## config.mk

```make
export PLATFORM = sky130hd
export DESIGN_NAME = vga_pixel_serializer
export DESIGN_NICKNAME = d
export VERILOG_FILES = /design/src/rtl/vga_pkg.sv /design/src/rtl/vga_pix_rep_cnt.sv /design/src/rtl/vga_pixel_serializer.sv
export SDC_FILE = /design/constraint.sdc
export NUM_CORES = 1
export LEC_CHECK = 0
export ABC_AREA = 1
export BUFFER_PORTS_ARGS = -buffer_cell sky130_fd_sc_hd__buf_2
export CORE_UTILIZATION = 45
export CTS_CLUSTER_SIZE = 28
export DETAILED_ROUTE_END_ITERATION = 8
export GPL_ROUTABILITY_DRIVEN = 0
export PLACE_DENSITY = 0.72
export SYNTH_ARGS = -nofsm -noshare
export SYNTH_HDL_FRONTEND = slang
export SYNTH_SLANG_ARGS = --single-unit
```

## constraint.sdc

```tcl
create_clock -name i_clk -period 1 [get_ports i_clk]
set_input_delay 0.1 -clock i_clk [delete_from_list [all_inputs] [get_ports i_clk]]
set_output_delay 0.1 -clock i_clk [all_outputs]
set_load 0.03 [all_outputs]
```

## src/rtl/vga_pkg.sv

```systemverilog
// rtl/vga_pkg.sv - shared defaults and state encoding for the VGA text pixel path
package vga_pkg;

  localparam int FONT_W_DEF = 8;
  localparam int GAP_W_DEF  = 2;
  localparam int CW_DEF     = 4;

  typedef enum logic {
    ST_IDLE = 1'b0,
    ST_RUN  = 1'b1
  } state_t;

endpackage

```

## src/rtl/vga_pix_rep_cnt.sv

```systemverilog
// rtl/vga_pix_rep_cnt.sv - pixel/repetition counter pair: shift enable and last-cycle flag
module vga_pix_rep_cnt #(
  parameter int CELL_W = 10
) (
  input  logic i_clk,
  input  logic i_rst_l,
  input  logic i_cs_h,
  input  logic i_ld_h,
  input  logic i_run_h,
  input  logic i_dbl_h,
  output logic o_shift_h,
  output logic o_last_h
);

  localparam int PCW = (CELL_W > 1) ? $clog2(CELL_W) : 1;

  logic [PCW-1:0] pix_cnt;
  logic           rep_cnt;
  logic           adv;
  logic           rep_hold;
  logic           at_end;

  assign adv       = i_run_h & i_cs_h & ~i_ld_h;
  // First half of a double-width pixel: hold the shift register.
  assign rep_hold  = i_dbl_h & ~rep_cnt;
  assign at_end    = (pix_cnt == PCW'(CELL_W - 1));
  assign o_shift_h = adv & ~rep_hold;
  assign o_last_h  = i_run_h & i_cs_h & at_end & ~rep_hold;

  always_ff @(posedge i_clk or negedge i_rst_l) begin
    if (!i_rst_l) begin
      pix_cnt <= '0;
      rep_cnt <= 1'b0;
    end else if (i_cs_h & i_ld_h) begin
      pix_cnt <= '0;
      rep_cnt <= 1'b0;
    end else if (adv) begin
      if (rep_hold) begin
        rep_cnt <= 1'b1;
      end else begin
        rep_cnt <= 1'b0;
        pix_cnt <= at_end ? '0 : pix_cnt + 1'b1;
      end
    end
  end

endmodule

```

## src/rtl/vga_pixel_serializer.sv

```systemverilog
// rtl/vga_pixel_serializer.sv - font row to fg/bg pixel serializer with cursor inverse and double width
module vga_pixel_serializer
  import vga_pkg::*;
#(
  parameter int FONT_W = FONT_W_DEF,
  parameter int GAP_W  = GAP_W_DEF,
  parameter int CW     = CW_DEF
) (
  input  logic              i_clk,
  input  logic              i_rst_l,
  input  logic              i_cs_h,
  input  logic              i_ld_h,
  input  logic [FONT_W-1:0] i_data,
  input  logic [CW-1:0]     i_fg,
  input  logic [CW-1:0]     i_bg,
  input  logic              i_inv_h,
  input  logic              i_dbl_h,
  output logic              o_req_h,
  output logic              o_pix_h,
  output logic [CW-1:0]     o_rgb,
  output logic              o_busy_h
);

  localparam int CELL_W = FONT_W + GAP_W;

  state_t            state_q;
  state_t            state_d;
  logic [CELL_W-1:0] shreg;
  logic [CELL_W-1:0] load_val;
  logic [CW-1:0]     fg_q;
  logic [CW-1:0]     bg_q;
  logic              inv_q;
  logic              dbl_q;
  logic              load;
  logic              run;
  logic              shift_en;
  logic              last_px;
  logic              active;
  logic              pix_on;

  assign load     = i_cs_h & i_ld_h;
  assign run      = (state_q == ST_RUN);
  // Glyph left-aligned, gap columns zero-filled on the right.
  assign load_val = CELL_W'(i_data) << GAP_W;

  vga_pix_rep_cnt #(
    .CELL_W (CELL_W)
  ) u_cnt (
    .i_clk     (i_clk),
    .i_rst_l   (i_rst_l),
    .i_cs_h    (i_cs_h),
    .i_ld_h    (i_ld_h),
    .i_run_h   (run),
    .i_dbl_h   (dbl_q),
    .o_shift_h (shift_en),
    .o_last_h  (last_px)
  );

  always_comb begin
    state_d = state_q;
    if (load) begin
      state_d = ST_RUN;
    end else if (last_px) begin
      state_d = ST_IDLE;
    end
  end

  always_ff @(posedge i_clk or negedge i_rst_l) begin
    if (!i_rst_l) begin
      state_q <= ST_IDLE;
    end else begin
      state_q <= state_d;
    end
  end

  always_ff @(posedge i_clk or negedge i_rst_l) begin
    if (!i_rst_l) begin
      shreg <= '0;
      fg_q  <= '0;
      bg_q  <= '0;
      inv_q <= 1'b0;
      dbl_q <= 1'b0;
    end else if (load) begin
      shreg <= load_val;
      fg_q  <= i_fg;
      bg_q  <= i_bg;
      inv_q <= i_inv_h;
      dbl_q <= i_dbl_h;
    end else if (shift_en) begin
      shreg <= shreg << 1;
    end
  end

  assign active   = run & i_cs_h;
  assign pix_on   = shreg[CELL_W-1] ^ inv_q;
  assign o_busy_h = active;
  assign o_pix_h  = active & pix_on;
  assign o_rgb    = active ? (pix_on ? fg_q : bg_q) : '0;
  assign o_req_h  = last_px;

endmodule

```

-- Yosys cells after proc, flatten, opt, wreduce, memory -nomap -nowiden
Cells that the tools add are included.
- add/subtract/negate cells: 1
- eq/ne operators: 2
- multiplexer cells: 13
- bitwise gates (word level): 12
- reductions and logical operators: 4
- operators with widths (operator ; number):
    4-bit 2-to-1 mux ; 6
    10-bit 2-to-1 mux ; 2
    1-bit bitwise AND ; 8
    2-bit nonzero test ; 3
    1-bit 2-to-1 mux ; 5
    4-bit by 1-bit adder with 4-bit output, second input constant ; 1
    4-bit equality test, second input constant ; 1
    1-bit inverter ; 3
    2-bit != test, second input constant ; 1
    2-bit AND reduction ; 1
    1-bit bitwise XOR ; 1
- flip-flop bits (word level): 26
- output and inout port bits: 7
- word-level logic and storage cells: 40

-- Depth between registers and ports, before layout
- word-level depth: 6
- mapped depth: 7
- mapped depth without buffers: 7

-- Hierarchy
From an unflattened synthesis, not the netlist that was laid out.
- cells, all modules: 157
- area total of the unflattened synthesis: 1317.5 µm²
- modules (own cells, without submodules) (module ; instances ; cells an instance ; area each (µm²) ; seq. area each (µm²)):
    vga_pixel_serializer ; 1 ; 115 ; 980.9 ; 475.5
    vga_pix_rep_cnt ; 1 ; 42 ; 336.6 ; 125.1

-- Worst setup path before layout
No wires, ideal clock.
- kind: register to output
- from: reg shreg[9]
- to: out o_rgb[0]
- data arrival time: 1.182 ns
- required time: 0.900 ns
- path slack: -0.282 ns
- stages on the path, launching flop included: 6
- cells stage by stage: dfrtp_1 > inv_1 > nand2_1 > nand2_1 > nand2_1 > a21oi_1
- word-level cells in the longest chain between the ends: 3
- RTL lines (element ; RTL line ; source):
    from (decl) ; vga_pixel_serializer.sv:28 ; logic [CELL_W-1:0] shreg;
    from (signal assigned) ; vga_pixel_serializer.sv:84 ; shreg <= load_val;
    from (signal assigned) ; vga_pixel_serializer.sv:90 ; shreg <= shreg << 1;
    1-bit bitwise XOR ; vga_pixel_serializer.sv:95 ; assign pix_on = shreg[CELL_W-1] ^ inv_q;
    4-bit 2-to-1 mux (2 in series) ; vga_pixel_serializer.sv:98 ; assign o_rgb = active ? (pix_on ? fg_q : bg_q) : '0;
    to (decl) ; vga_pixel_serializer.sv:20 ; output logic [CW-1:0] o_rgb,
No other way between the ends.

-- Worst setup path after layout
- from: reg inv_q
- to: out o_rgb[1]
- word-level cells in the longest chain between the ends: 3
- RTL lines (element ; RTL line ; source):
    from (decl) ; vga_pixel_serializer.sv:32 ; logic inv_q;
    from (signal assigned) ; vga_pixel_serializer.sv:87 ; inv_q <= i_inv_h;
    1-bit bitwise XOR ; vga_pixel_serializer.sv:95 ;
    4-bit 2-to-1 mux (2 in series) ; vga_pixel_serializer.sv:98 ;
No other way between the ends.

==> Implementation_results.wiki <==
{| class="wikitable"
! Metric !! Value
|-
| Maximum number of pins on one net before global-route repair || 25
|-
| Maximum fanout along the worst path || 5
|-
| Area fraction of the dominant cell type after synthesis || 49.9%
|-
| CTS H-tree lvls || 1
|-
| First-pass detailed-route iteration total || 5
|-
| Share of async-settable or async-resettable flops after synthesis || 100%
|-
| Post-Syn Instances || 161
|-
| Endpoint required time on the critical path || 900 ps
|-
| Grt total ovfl || 0
|-
| Number of I/O pins || 29
|-
| Bufs on Longest Clock Path || 2
|-
| Average instance area after synthesis || 7.47 µm²
|-
| Antenna violations before repair || 0
|-
| Portion of the post-synthesis area used by sequential elements || 49.9%
|-
| Setup slack of the critical path after layout || -485 ps
|-
| Count of vias placed by the detailed router || 1297
|-
| Share of the cycle needed by the critical path after routing || 149%
|-
| Ordered cell list for the critical path || inv_2 -> nand2_4 -> nand2_4 -> nand2_2 -> a21oi_4 -> buf_6
|-
| Number of design-rule violations left by the first detailed-router iteration || 29
|-
| Max Transition Viols Final || 0
|-
| Via count of the first global-routing pass || 1286
|-
| Remaining design rule violation count || 0
|-
| Violated checks || negative setup slack
|-
| Synthesized netlist net count || 185
|-
| Finished Layout Cells || 258
|-
| Routed len/inst || 14.4 µm
|-
| Share of post-route cells with drive strength above 1 || 48.7%
|-
| Ant. Diodes || 0
|-
| Worst rel slew slack || 63.2%
|-
| Hold Path Class || input port to register
|-
| Mapped cell area || 1200 µm²
|-
| Startpoint Class || register
|-
| Final critical-path required period || 1490 ps
|-
| Mean number of vias per cell || 5.03
|-
| Hold violation total from the final report || 0
|-
| Aggregate global-route resource usage || 26.8%
|-
| Worst stage delay on the critical path || 420 ps
|-
| Number of CTS-inserted buffers || 3
|-
| Number of setup violations in the final report || 20
|-
| Most common flop cell mapped by yosys || sky130_fd_sc_hd__dfrtp_1
|-
| Final-stage net count || 253
|-
| Global-route wire length before repair || 5420 µm
|-
| Placeable core region || 2500 µm²
|-
| Post-detailed-placement half-perimeter wirelength || 1970 µm
|-
| Register bit total from synthesis || 24
|-
| Result of the run || finished, violations left
|-
| Leakage || 0.00114 µW
|-
| Slowest stage cell, crit path || sky130_fd_sc_hd__dfrtp_1
|-
| Signed area change from the synthesized netlist to the final layout || 78.6%
|-
| Commonest cells in the synthesized netlist || sky130_fd_sc_hd__nand2_1 (90), sky130_fd_sc_hd__dfrtp_1 (24), sky130_fd_sc_hd__inv_1 (8), sky130_fd_sc_hd__nand3_1 (7), sky130_fd_sc_hd__nor2_1 (6)
|-
| # Max-Cap Violations || 0
|-
| Die width || 53.7 µm
|-
| Cell types occupying the most area after synthesis || sky130_fd_sc_hd__dfrtp_1 (50%), sky130_fd_sc_hd__nand2_1 (28%), sky130_fd_sc_hd__nand3_1 (2.9%)
|-
| CTS tree || done
|-
| Maximum resistive drop on vdd || 1.58 mV
|-
| Final cell utilization of the core || 85.9%
|-
| Actual transition at the worst max-transition pin || 552 ps
|-
| Post-Route WL || 3710 µm
|-
| Distinct cell type count after synthesis || 16
|-
| Critical setup path kind || register to output pin
|-
| Initial cell density of the core || 48.1%
|-
| Warning count from the yosys run || 0
|-
| Maximum clock frequency || 0.673 GHz
|-
| Total Die Area || 2880 µm²
|-
| Cell Count Post-Placement || 229
|-
| Number of filler cells placed in the layout || 129
|-
| Post-DRT Antenna Nets || 0
|-
| Clock latency on the worst-skew pair || 310 ps
|-
| Most used cell, CP || sky130_fd_sc_hd__nand2_4
|-
| Pwr per Cell Area || 1850 nW/µm²
|-
| Arrival time worst endpoint || 1390 ps
|-
| Die Ht || 53.7 µm
|-
| Final worst clock skew || 4.23 ps
|-
| Row cnt || 18
|-
| Synth area leader || sky130_fd_sc_hd__dfrtp_1
|-
| Unrepaired setup endpoints after global routing || yes
|-
| Cell with the most instances after synthesis || sky130_fd_sc_hd__nand2_1
|-
| Critical path endpoint category || output pin
|-
| Count of flip-flops with a built-in enable after synthesis || 0
|-
| Clock transition time at the flip-flop clock pins of the worst setup and hold paths || 130 ps
|-
| Number of port buffers || 28
|-
| Sink Count || 24
|-
| Clock root buffer || sky130_fd_sc_hd__clkbuf_4
|}
[area by class of cell]
cell class | count | area (µm²) | area share (%)
clock buffer | 4 | 36.3 | 1.69
multi-input combinational | 124 | 851 | 39.6
timing repair buffer | 66 | 577 | 26.9
inverter | 10 | 45.0 | 2.10
sequential | 24 | 601 | 28.0
tap | 30 | 37.5 | 1.75
[cells in the final DEF (no fill, tap or decap), types with 2 or more instances in the layout]
cell type / count
sky130_fd_sc_hd__a21oi_4: 4
sky130_fd_sc_hd__buf_12: 2
sky130_fd_sc_hd__buf_2: 21
sky130_fd_sc_hd__buf_4: 14
sky130_fd_sc_hd__buf_6: 15
sky130_fd_sc_hd__clkbuf_4: 3
sky130_fd_sc_hd__dfrtp_1: 24
sky130_fd_sc_hd__dlygate4sd3_1: 13
sky130_fd_sc_hd__inv_1: 5
sky130_fd_sc_hd__inv_2: 4
sky130_fd_sc_hd__nand2_1: 63
sky130_fd_sc_hd__nand2_2: 12
sky130_fd_sc_hd__nand2_4: 18
sky130_fd_sc_hd__nand2_8: 4
sky130_fd_sc_hd__nand3_1: 5
sky130_fd_sc_hd__nand3_2: 3
sky130_fd_sc_hd__nand4_1: 2
sky130_fd_sc_hd__nor2_1: 2
sky130_fd_sc_hd__nor2_4: 3
sky130_fd_sc_hd__o21ai_0: 2
[state kept, by name (all words and copies together), names as in the netlist]
signal and flops:
shreg 8, run 1, bg_q 4, fg_q 4, dbl_q 1, u_cnt.pix_cnt 4, inv_q 1, u_cnt.rep_cnt 1
[worst max-delay path, delay by kind of cell (launching register included)]
kind                   cells  cell delay (ps)
flip-flops                 1              420
AND/OR/NAND/NOR            3              260
buffers and inverters      2              230
AO/OA/AOI/OAI              1              160
[kinds of logic after synthesis]
group | after synthesis | share of synthesized area (%)
AND/OR/NAND/NOR | 112 | 38.3
flip-flops | 24 | 49.9
buffers and inverters | 14 | 5.62
AO/OA/AOI/OAI | 8 | 3.33
adder cells (fa/ha/maj) | 2 | 2.08
XOR/XNOR | 1 | 0.729
[repair_timing]
item | in CTS | in global routing
setup buffers | 8 | 3
cloned | 1 | 1
hold endpoints to repair | 36 | 0
hold buffers | 13 | 0
pin swaps | 18 | 10
setup endpoints to repair | 20 | 21
resized for setup | 54 | 24
[per-layer routing]
metal,up-vias,wire length (µm),global-route usage (%)
met2,50,1990,50.0
met4,0,104,10.5
met5,-,0,0
met1,605,1470,29.7
li1,631,-,-
met3,11,143,4.52
[per-stage QoR]
step                      cell area (µm²)  setup WS, ps  setup TNS (ps)  power [µW]  hold WS, ps
after floorplan                      1310         -72.7            -769        2200         -196
after global routing                 2150          -533           -7640        4200         92.6
final                                2150          -485           -6620        3970         69.4
after detailed placement             1580          -181           -1870        2640          115
after global placement               1580          -147           -1440        2570          106
after CTS                            2030          -466           -4450        3690         65.6
[report_power, final]
group | switching, µW | internal [µW] | total (µW)
combinational | 1070 | 955 | 2030
sequential | 227 | 1200 | 1430
clock | 291 | 222 | 513
total | 1590 | 2380 | 3970
[worst paths after layout]
path	start	end	slack, ps	depth (start not counted)
worst max-delay path	inv_q$_DFFE_PN0P_	o_rgb[1]	-490	6
worst min-delay path	i_data[6]	shreg[8]$_DFFE_PN0P_	70	5
worst max register to register	run$_DFFE_PN0P_	u_cnt.pix_cnt[0]$_DFFE_PN0P_	-380	9
worst min register to register	shreg[8]$_DFFE_PN0P_	shreg[8]$_DFFE_PN0P_	510	2
max in group asynchronous	i_rst_l	u_cnt.pix_cnt[1]$_DFFE_PN0P_	350	2
min in group asynchronous	i_rst_l	fg_q[2]$_DFFE_PN0P_	290	2
Note: power is estimated with default switching activity, not from simulation.
